==> config.mk <==
export PLATFORM = sky130hd
export DESIGN_NAME = multicycle_ctrl
export DESIGN_NICKNAME = d
export VERILOG_FILES = /design/src/rtl/multicycle_ctrl.sv
export SDC_FILE = /design/constraint.sdc
export NUM_CORES = 1
export LEC_CHECK = 0
export BUFFER_PORTS_ARGS = -buffer_cell sky130_fd_sc_hd__buf_2
export CORE_MARGIN = 2
export CORE_UTILIZATION = 44
export CTS_BUF_LIST = sky130_fd_sc_hd__clkbuf_16
export CTS_CLUSTER_SIZE = 16
export DETAILED_ROUTE_END_ITERATION = 12
export PLACE_DENSITY_LB_ADDON = 0.12
export SLEW_MARGIN = 10
export SYNTH_ARGS = -nofsm -noshare
export SYNTH_HDL_FRONTEND = slang
export SYNTH_SLANG_ARGS = --single-unit
==> constraint.sdc <==
create_clock -name clk -period 2.27 [get_ports clk]
set_clock_uncertainty 0.05 [all_clocks]
set_input_delay 0.1135 -clock clk [delete_from_list [all_inputs] [get_ports clk]]
set_output_delay 0.1135 -clock clk [all_outputs]
set_load 0.01 [all_outputs]
==> src/rtl/multicycle_ctrl.sv <==
// ----------------------------------------------------------------------------
// multicycle_ctrl
//   Multi-cycle RV32I control FSM. It accepts one instruction per handshake,
//   decodes it, and steps through FETCH -> DECODE -> EXEC -> (MEM) -> (WB).
//   In each state it drives the ALU opcode and the register-file, data-memory
//   and PC enables.
//
// Ports
//   clk, rst          : clock (rising edge), asynchronous active-high reset
//   instr[31:0]       : instruction word, captured into IR on the FETCH handshake
//   instr_valid       : instruction source has a word
//   instr_ready       : FSM is in FETCH and will accept
//   Zero              : ALU result == 0, used only in the EXEC cycle of a branch
//   mem_ready         : data memory completes its access this cycle (MEM only)
//   ALUCtrl[3:0]      : ALU opcode, held constant from EXEC through MEM/WB
//   alu_a_pc          : ALU A operand = PC (1) / rs1 (0)
//   alu_b_imm         : ALU B operand = immediate (1) / rs2 (0)
//   mem_re, mem_we    : load / store request, held until mem_ready
//   reg_we            : register-file write (WB)
//   wb_sel[1:0]       : 00 ALU result, 01 load data, 10 PC+4
//   pc_we             : PC update, one cycle per retired instruction
//   pc_src[1:0]       : 00 PC+4, 01 PC+imm, 10 ALU result & ~1
//   illegal           : one-cycle pulse in DECODE on an undecodable instruction
//   state[2:0]        : FETCH=0, DECODE=1, EXEC=2, MEM=3, WB=4
//   instret[31:0]     : retired-instruction count
//
// Build option
//   MULTICYCLE_CTRL_PERF_EN : when defined, instret counts retired instructions
//                             (wrapping); when undefined it is constant 0.
// ----------------------------------------------------------------------------
module multicycle_ctrl (
    input  logic        clk,
    input  logic        rst,
    input  logic [31:0] instr,
    input  logic        instr_valid,
    output logic        instr_ready,
    input  logic        Zero,
    input  logic        mem_ready,
    output logic [3:0]  ALUCtrl,
    output logic        alu_a_pc,
    output logic        alu_b_imm,
    output logic        mem_re,
    output logic        mem_we,
    output logic        reg_we,
    output logic [1:0]  wb_sel,
    output logic        pc_we,
    output logic [1:0]  pc_src,
    output logic        illegal,
    output logic [2:0]  state,
    output logic [31:0] instret
);

    typedef enum logic [2:0] {
        S_FETCH  = 3'd0,
        S_DECODE = 3'd1,
        S_EXEC   = 3'd2,
        S_MEM    = 3'd3,
        S_WB     = 3'd4
    } state_t;

    localparam logic [6:0] OPC_OP     = 7'b0110011;
    localparam logic [6:0] OPC_OPIMM  = 7'b0010011;
    localparam logic [6:0] OPC_LOAD   = 7'b0000011;
    localparam logic [6:0] OPC_STORE  = 7'b0100011;
    localparam logic [6:0] OPC_BRANCH = 7'b1100011;
    localparam logic [6:0] OPC_LUI    = 7'b0110111;
    localparam logic [6:0] OPC_AUIPC  = 7'b0010111;
    localparam logic [6:0] OPC_JAL    = 7'b1101111;
    localparam logic [6:0] OPC_JALR   = 7'b1100111;

    localparam logic [3:0] ALU_ADD   = 4'b0000;
    localparam logic [3:0] ALU_SUB   = 4'b0001;
    localparam logic [3:0] ALU_AND   = 4'b0010;
    localparam logic [3:0] ALU_OR    = 4'b0011;
    localparam logic [3:0] ALU_XOR   = 4'b0100;
    localparam logic [3:0] ALU_SLT   = 4'b0101;
    localparam logic [3:0] ALU_SLTU  = 4'b0110;
    localparam logic [3:0] ALU_AUIPC = 4'b1000;
    localparam logic [3:0] ALU_LUI   = 4'b1001;
    localparam logic [3:0] ALU_SLL   = 4'b1010;
    localparam logic [3:0] ALU_SRA   = 4'b1011;
    localparam logic [3:0] ALU_SRL   = 4'b1100;

    state_t      state_q, state_d;
    logic [31:0] ir_q, ir_d;

    // Decoded view of IR
    logic [3:0] dec_alu;
    logic       dec_apc, dec_bimm;
    logic [1:0] dec_wbsel, dec_pcsrc;
    logic       dec_ill, dec_load, dec_store, dec_branch;
    logic       br_on_zero;        // branch taken when Zero=1 (else when Zero=0)

    // Only opcode, funct3 and bit 30 steer control; the rest is datapath.
    logic unused_ir_bits;
    assign unused_ir_bits = ^{ir_q[31], ir_q[29:15], ir_q[11:7]};

    // alt selects SUB for funct3=000 and SRA for funct3=101.
    function automatic logic [3:0] alu_from_funct3(input logic [2:0] f3, input logic alt);
        logic [3:0] op;
        case (f3)
            3'b000:  op = alt ? ALU_SUB : ALU_ADD;
            3'b001:  op = ALU_SLL;
            3'b010:  op = ALU_SLT;
            3'b011:  op = ALU_SLTU;
            3'b100:  op = ALU_XOR;
            3'b101:  op = alt ? ALU_SRA : ALU_SRL;
            3'b110:  op = ALU_OR;
            default: op = ALU_AND;
        endcase
        return op;
    endfunction

    always_comb begin
        dec_alu    = ALU_ADD;
        dec_apc    = 1'b0;
        dec_bimm   = 1'b0;
        dec_wbsel  = 2'b00;
        dec_pcsrc  = 2'b00;
        dec_ill    = 1'b0;
        dec_load   = 1'b0;
        dec_store  = 1'b0;
        dec_branch = 1'b0;
        br_on_zero = 1'b0;
        case (ir_q[6:0])
            OPC_OP:    dec_alu = alu_from_funct3(ir_q[14:12], ir_q[30]);
            OPC_OPIMM: begin
                // ADDI has no SUB form, so bit 30 only matters for shifts.
                dec_alu  = alu_from_funct3(ir_q[14:12], (ir_q[14:12] == 3'b101) & ir_q[30]);
                dec_bimm = 1'b1;
            end
            OPC_LOAD: begin
                dec_bimm = 1'b1;
                dec_load = 1'b1;
                dec_wbsel = 2'b01;
            end
            OPC_STORE: begin
                dec_bimm  = 1'b1;
                dec_store = 1'b1;
            end
            OPC_BRANCH: begin
                dec_branch = 1'b1;
                case (ir_q[14:12])
                    3'b000:  begin dec_alu = ALU_SUB;  br_on_zero = 1'b1; end
                    3'b001:  dec_alu = ALU_SUB;
                    3'b100:  dec_alu = ALU_SLT;
                    3'b101:  begin dec_alu = ALU_SLT;  br_on_zero = 1'b1; end
                    3'b110:  dec_alu = ALU_SLTU;
                    3'b111:  begin dec_alu = ALU_SLTU; br_on_zero = 1'b1; end
                    default: dec_ill = 1'b1;
                endcase
            end
            // LUI/AUIPC take the U-immediate on the B operand.
            OPC_LUI:   begin dec_alu = ALU_LUI;   dec_bimm = 1'b1; end
            OPC_AUIPC: begin dec_alu = ALU_AUIPC; dec_apc = 1'b1; dec_bimm = 1'b1; end
            OPC_JAL:   begin dec_wbsel = 2'b10; dec_pcsrc = 2'b01; end
            OPC_JALR:  begin dec_bimm = 1'b1; dec_wbsel = 2'b10; dec_pcsrc = 2'b10; end
            default:   dec_ill = 1'b1;
        endcase
    end

    always_ff @(posedge clk or posedge rst) begin
        if (rst) begin
            state_q <= S_FETCH;
            ir_q    <= '0;
        end else begin
            state_q <= state_d;
            ir_q    <= ir_d;
        end
    end

    always_comb begin
        state_d     = state_q;
        ir_d        = ir_q;
        instr_ready = 1'b0;
        ALUCtrl     = ALU_ADD;
        alu_a_pc    = 1'b0;
        alu_b_imm   = 1'b0;
        mem_re      = 1'b0;
        mem_we      = 1'b0;
        reg_we      = 1'b0;
        wb_sel      = 2'b00;
        pc_we       = 1'b0;
        pc_src      = 2'b00;
        illegal     = 1'b0;

        // ALU controls come straight from IR for the whole active phase,
        // which keeps them stable from EXEC through MEM/WB.
        if (state_q inside {S_EXEC, S_MEM, S_WB}) begin
            ALUCtrl   = dec_alu;
            alu_a_pc  = dec_apc;
            alu_b_imm = dec_bimm;
        end

        case (state_q)
            S_FETCH: begin
                instr_ready = 1'b1;
                if (instr_valid) begin
                    ir_d    = instr;
                    state_d = S_DECODE;
                end
            end
            S_DECODE: begin
                if (dec_ill) begin
                    illegal = 1'b1;
                    state_d = S_FETCH;
                end else begin
                    state_d = S_EXEC;
                end
            end
            S_EXEC: begin
                if (dec_branch) begin
                    pc_we   = 1'b1;
                    pc_src  = ((br_on_zero ? Zero : ~Zero)) ? 2'b01 : 2'b00;
                    state_d = S_FETCH;
                end else if (dec_load || dec_store) begin
                    state_d = S_MEM;
                end else begin
                    state_d = S_WB;
                end
            end
            S_MEM: begin
                mem_re = dec_load;
                mem_we = dec_store;
                if (mem_ready) begin
                    if (dec_store) begin
                        pc_we   = 1'b1;
                        state_d = S_FETCH;
                    end else begin
                        state_d = S_WB;
                    end
                end
            end
            S_WB: begin
                reg_we  = 1'b1;
                wb_sel  = dec_wbsel;
                pc_we   = 1'b1;
                pc_src  = dec_pcsrc;
                state_d = S_FETCH;
            end
            default: state_d = S_FETCH;
        endcase
    end

    assign state = state_q;

`ifdef MULTICYCLE_CTRL_PERF_EN
    // Every retire (WB, branch EXEC, store completion) is exactly the one
    // pc_we cycle of its instruction; illegal instructions never raise pc_we.
    logic [31:0] instret_q;

    always_ff @(posedge clk or posedge rst) begin
        if (rst) begin
            instret_q <= '0;
        end else if (pc_we) begin
            instret_q <= instret_q + 32'd1;
        end
    end

    assign instret = instret_q;
`else
    assign instret = '0;
`endif

endmodule
==> results of run 1 <==
-- flip-flops by register name, summed over array words and instances, names as in the netlist --
name	flops
ir_q	11
state	3
-- cell usage in the layout, fill, tap and decap left out, types with 2 or more instances in the layout --
cell       netlist  routed
nor2b_1          5       5
dfrtp_1         14      14
a21oi_1          8       8
a31oi_1          2       2
or4_1            2       2
nor4_1           2       2
nor3_1           3       3
nor3_2           2       2
mux2_1           9       9
clkbuf_16        0       3
o21ai_0          5       5
conb_1           1      32
inv_1            3       3
buf_2            2      34
nor2_1           4       4
nand3_1          3       3
nand2_1          7       7
and2_1           2       2
nand2b_1         5       5
nor3b_1          3       3
nor3b_2          2       2
-- how the worst max path moves through the flow --
stage | slack, ns | to | startpoint | cells past startpoint
final | 0.09 | illegal | ir_q[2]$_DFFE_PP0P_ | 5
after global routing | 0.02 | illegal | ir_q[2]$_DFFE_PP0P_ | 5
after CTS | 0.07 | illegal | ir_q[2]$_DFFE_PP0P_ | 5
after detailed placement | 0.33 | illegal | ir_q[2]$_DFFE_PP0P_ | 5
after global placement | 0.37 | illegal | ir_q[2]$_DFFE_PP0P_ | 5
after floorplan | 0.44 | ir_q[0]$_DFFE_PP0P_ | state[0]$_DFFE_PP0P_ | 6
-- area by class of cell --
class,count,area (sq um)
multi-input combinational,113,723.2
tap,31,38.79
inverter,3,11.26
sequential,14,350.3
fill,267,1320
clock buffer,3,75.07
clock inverter,1,3.754
timing repair buffer,36,187.7
-- per-layer routing --
metal | global-route usage | wire (um)
met1 | 0.2003 | 1063
met2 | 0.2348 | 1051
met3 | 0.03175 | 186
met4 | 0.07641 | 69
met5 | 0 | 0
-- kinds of logic (layout without fill, tap and decap cells) --
group / Yosys count / count (layout)
multiplexers: 9 / 9
AND/OR/NAND/NOR: 49 / 49
XOR/XNOR: 1 / 1
buffers and inverters: 40 / 43
flip-flops: 14 / 14
AO/OA/AOI/OAI: 22 / 22
other: 1 / 32
-- metrics by stage --
step                      utilization  setup WS [ns]  hold WS, ns  area (sq um)
after floorplan                     -         0.4419     -0.04728          1350
after global placement         0.4801         0.3740       0.1088          1301
after detailed placement       0.4801         0.3337       0.1236          1301
after CTS                      0.5129        0.07290      0.02774          1390
after global routing           0.5129        0.02177      0.03220          1390
final                          0.5129        0.08541      0.02410          1390
-- power by group --
group          switching [uW]  internal (uW)  total [uW]  leakage, uW
Clock                    93.0            232         325    0.0000385
Combinational             199            170         368     0.000464
Sequential                141            329         471     0.000170
Total                     433            731        1160     0.000672
-- what timing repair did --
action                                  4_1_cts  5_1_grt
buffers inserted                              0        0
hold buffers                                  1        0
endpoints found under the hold margin        14        0
endpoints found under the setup margin        0        1
-- worst max-delay path, stage by stage (launching register included) --
cell and delay, ns:
dfrtp_1 0.44, nand4bb_4 0.33, nor3_4 0.36, nor3b_2 0.38, o21a_1 0.15, buf_2 0.12
==> out/qor.yml, run 1 <==
synth_cell_types: 39
overflow: 0
synth_xor_area_frac: 0.007099
r2r-end: "state[1]$_DFFE_PP0P_"
ir_drop_uv: 622.0
slew_headroom: 0.6476
r2r-start: "ir_q[2]$_DFFE_PP0P_"
synth_top_family_by_area: "simple AND/OR/NAND/NOR gates"
io_buffers: 34
cp.arrival_ns: 2.02
postSynthCellCount: 136
layout.cells.non_filler: 201
clk_path_buf_depth: 2
rsz0062_at_grt: "false"
rows: 19
crit_fanout: 9
ant_nets: 0
hold_end: "ir_q[13]$_DFFE_PP0P_"
cts_root_buf: "clkbuf_16"
worst_pin_slew_ns: 0.5286
grt_antenna_before_repair: 0
drive_gt1_frac: 0.2824
r2r_slack_ns: 0.46
syn_area_sq_um: 1234
fin_crit_ns: 2.185
leakage_uw: 0.0006723
ys_warn_count: 0
status: "completed"
io_pins: 88
fmax_mhz: 457.8
grt_max_degree: 15
drc: 0
synth-compound-area-share: 0.1146
first_iter_violations: 12
ys_ff_latch: 14
yosysTopAreaCell: "dfrtp_1"
synth_top_flop_cell: "dfrtp_1"
ys_async_sr_fraction: 1.000
synthToLayoutAreaGrowth_pct: 12.68
antennaDiodeCount: 0
yosys.area_share.simple: 0.2850
min_from: "instr[13]"
start_kind: "register"
cts_num_sinks: 14
dieArea_sq_um: 3243
synth_commonest_cells: "33 x buf_4, 14 x dfrtp_1, 9 x mux2_1, 8 x a21oi_1, 7 x nand2_1"
ys_seq_area_frac: 0.2840
hold_viol_final: 0
cts-htree-levels: 1
power-per-cell-area_nw_per_um2: 837.1
core_area_sq_um: 2710
required_ns: 2.11
viasPerCell: 4.965
die_w_um: 56.95
r2r_cells: 4
avgSynthCellArea_sq_um: 9.071
place_congestion: 0.8654
cp-end-kind: "output pin"
cts_tree: "built"
insertion_delay_ns: 0.24
ctsResizeCount: 0
routedWlPerCell_um: 11.80
netlist.area_leader.share: 0.2840
design_power_total_uw: 1164
tns_ns: 0
first_pass_iters: 4
grt_pass1_vias: 854
synth_fa_ha_area_frac: 0
synth.area.mux_share: 0.08215
min_path_type: "in -> reg"
maxSlewViolCount: 0
start_util: 0.4552
hold_depth: 3
post-route-period-util: 0.9624
synth_edf_count: 0
place_hpwl_um: 1910
cts.clk_slew.worst_paths_ns: 0.04
worstSetupPathType: "reg -> out"
vias: 998
cts_inserted_buffers: 3
layout.nets: 208
die_h_um: 56.95
grt_use_total: 0.1513
grt_pass1_wl_um: 3836
maxCapViolations: 0
synth.area.top_cells: "dfrtp_1 28%, buf_4 20%, mux2_1 8.2%"
synth_most_common_cell: "buf_4"
wl_um: 2371
setup_viol: 0
place_inst: 196
(Power assumes the default switching activity.)
==> inputs of run 2 (changes only) <==
Settings changed: SETUP_SLACK_MARGIN set to 0.5.
==> out/qor.yml, run 2 (synthesis gave the netlist of run 1 again) <==
design_power_total_uw: 1349
place_congestion: 0.8682
fin_crit_ns: 1.900
rsz0062_at_grt: "true"
insertion_delay_ns: 0.24
cts_tree: "built"
seq_area_sq_um: 361.6
ir_drop_uv: 643.5
cts_root_buf: "clkbuf_16"
layout_common_cells: "34 x buf_2, 32 x conb_1, 16 x buf_4"
grt_antenna_before_repair: 0
io_pins: 88
slowest_delay_ns: 0.47
final_common_cell: "buf_2"
cp_cell_sequence: "nand4bb_4 > or4_4 > nor2_4 > o2bb2ai_1 > buf_2"
start_kind: "register"
worstSetupPathType: "reg -> out"
cp-end-kind: "output pin"
leakage_uw: 0.0008002
rows: 19
grt_max_degree: 15
status: "completed"
crit_fanout: 5
first_iter_violations: 13
setup_viol: 0
crit_path_top_delay_cell: "or4_4"
start_util: 0.4552
grt_pass1_wl_um: 4098
dieArea_sq_um: 3243
antennaDiodeCount: 0
first_pass_iters: 4
grt_use_total: 0.1592
cts.clk_slew.worst_paths_ns: 0.04
regMostFlops: "ir_q"
routedWlPerCell_um: 12.06
overflow: 0
synthToLayoutAreaGrowth_pct: 32.35
multi_input_area_sq_um: 830.8
cts_num_sinks: 14
fmax_mhz: 526.4
cts-htree-levels: 1
min_path_type: "in -> reg"
post-route-period-util: 0.8369
wl_um: 2617
viasPerCell: 4.770
core_area_sq_um: 2710
cp.arrival_ns: 1.74
place_hpwl_um: 1866
drc: 0
critical_path.top_delay_family: "simple AND/OR/NAND/NOR gates"
die_w_um: 56.95
drive_gt1_frac: 0.4516
n_fill_cell: 229
grt_pass1_vias: 940
largest_reg_flops: 11
maxCapViolations: 0
layout.nets: 224
vias: 1035
tns_ns: 0
ant_nets: 0
maxSlewViolCount: 0
power-per-cell-area_nw_per_um2: 826.2
cp_num_buf_inv: 1
cts_inserted_buffers: 3
hold_viol_final: 0
required_ns: 2.11
die_h_um: 56.95
clk_path_buf_depth: 2
io_buffers: 34
-- run 2: cell count changes in the layout (fill, tap and decap cells not counted), moves of 2 or more --
| cell | before | now |
|---|---|---|
| nor3b_4 | 0 | 2 |
| nor3_4 | 1 | 3 |
| nor3b_2 | 2 | 0 |
| nand2_2 | 0 | 2 |
| dfrtp_2 | 0 | 9 |
| buf_4 | 1 | 16 |
| nand2_1 | 7 | 5 |
| dfrtp_1 | 14 | 5 |
-- run 2: worst paths after layout --
kind | from | endpoint | slack, ns | cells past startpoint
max | ir_q[2]$_DFFE_PP0P_ | pc_we | 0.37 | 5
min | instr[13] | ir_q[13]$_DFFE_PP0P_ | 0.03 | 3
max reg2reg | ir_q[2]$_DFFE_PP0P_ | state[1]$_DFFE_PP0P_ | 0.62 | 5
min reg2reg | ir_q[12]$_DFFE_PP0P_ | ir_q[12]$_DFFE_PP0P_ | 0.48 | 1
max in group asynchronous | rst | state[1]$_DFFE_PP0P_ | 1.42 | 3
min in group asynchronous | rst | ir_q[0]$_DFFE_PP0P_ | 0.39 | 3
-- run 2: per-layer routing --
layer / vias up / part of all wire / GRT usage
met5: - / 0 / 0
met4: 0 / 0.0053 / 0.07309
met2: 50 / 0.48 / 0.2562
li1: 510 / - / -
met1: 473 / 0.45 / 0.2152
met3: 2 / 0.062 / 0.01814
-- run 2: power breakdown --
part	switching [uW]	internal, uW	leakage, uW
combinational	292	268	0.000603
sequential	126	339	0.000159
clock	92.6	232	0.0000385
total	511	838	0.000800
-- run 2: per-stage QoR --
step	cell area (sq um)	hold slack [ns]	worst slack (ns)	utilization	std cells
after floorplan	1355	-0.04728	0.5653	-	167
after global placement	1299	0.1092	0.3700	0.4792	195
after detailed placement	1299	0.1124	0.3629	0.4792	195
after CTS	1540	0.02957	0.3544	0.5683	213
after global routing	1633	0.04220	0.2966	0.6025	217
final	1633	0.02986	0.3703	0.6025	217
-- run 2: worst reg2reg max path, delay by kind of cell (launching register included) --
family / cells / cell delay, ns
flops: 1 / 0.38
buf+inv: 1 / 0.18
simple gates: 3 / 0.60
compound gates: 1 / 0.32
-- run 2: final cells by class --
class	count	area share
flip-flops and latches	14	0.2215
multi-input cells	113	0.5088
well taps	31	0.02375
clock buffers	3	0.04598
clock inverters	1	0.002299
repair buffers	52	0.1908
inverters	3	0.006897
-- run 2: timing repair --
action,in CTS,in global routing
endpoints found under the setup margin,14,23
setup buffers,13,4
hold buffers,1,0
pin swaps,3,3
gates resized for setup,16,14
gates cloned,0,0
endpoints found under the hold margin,14,0
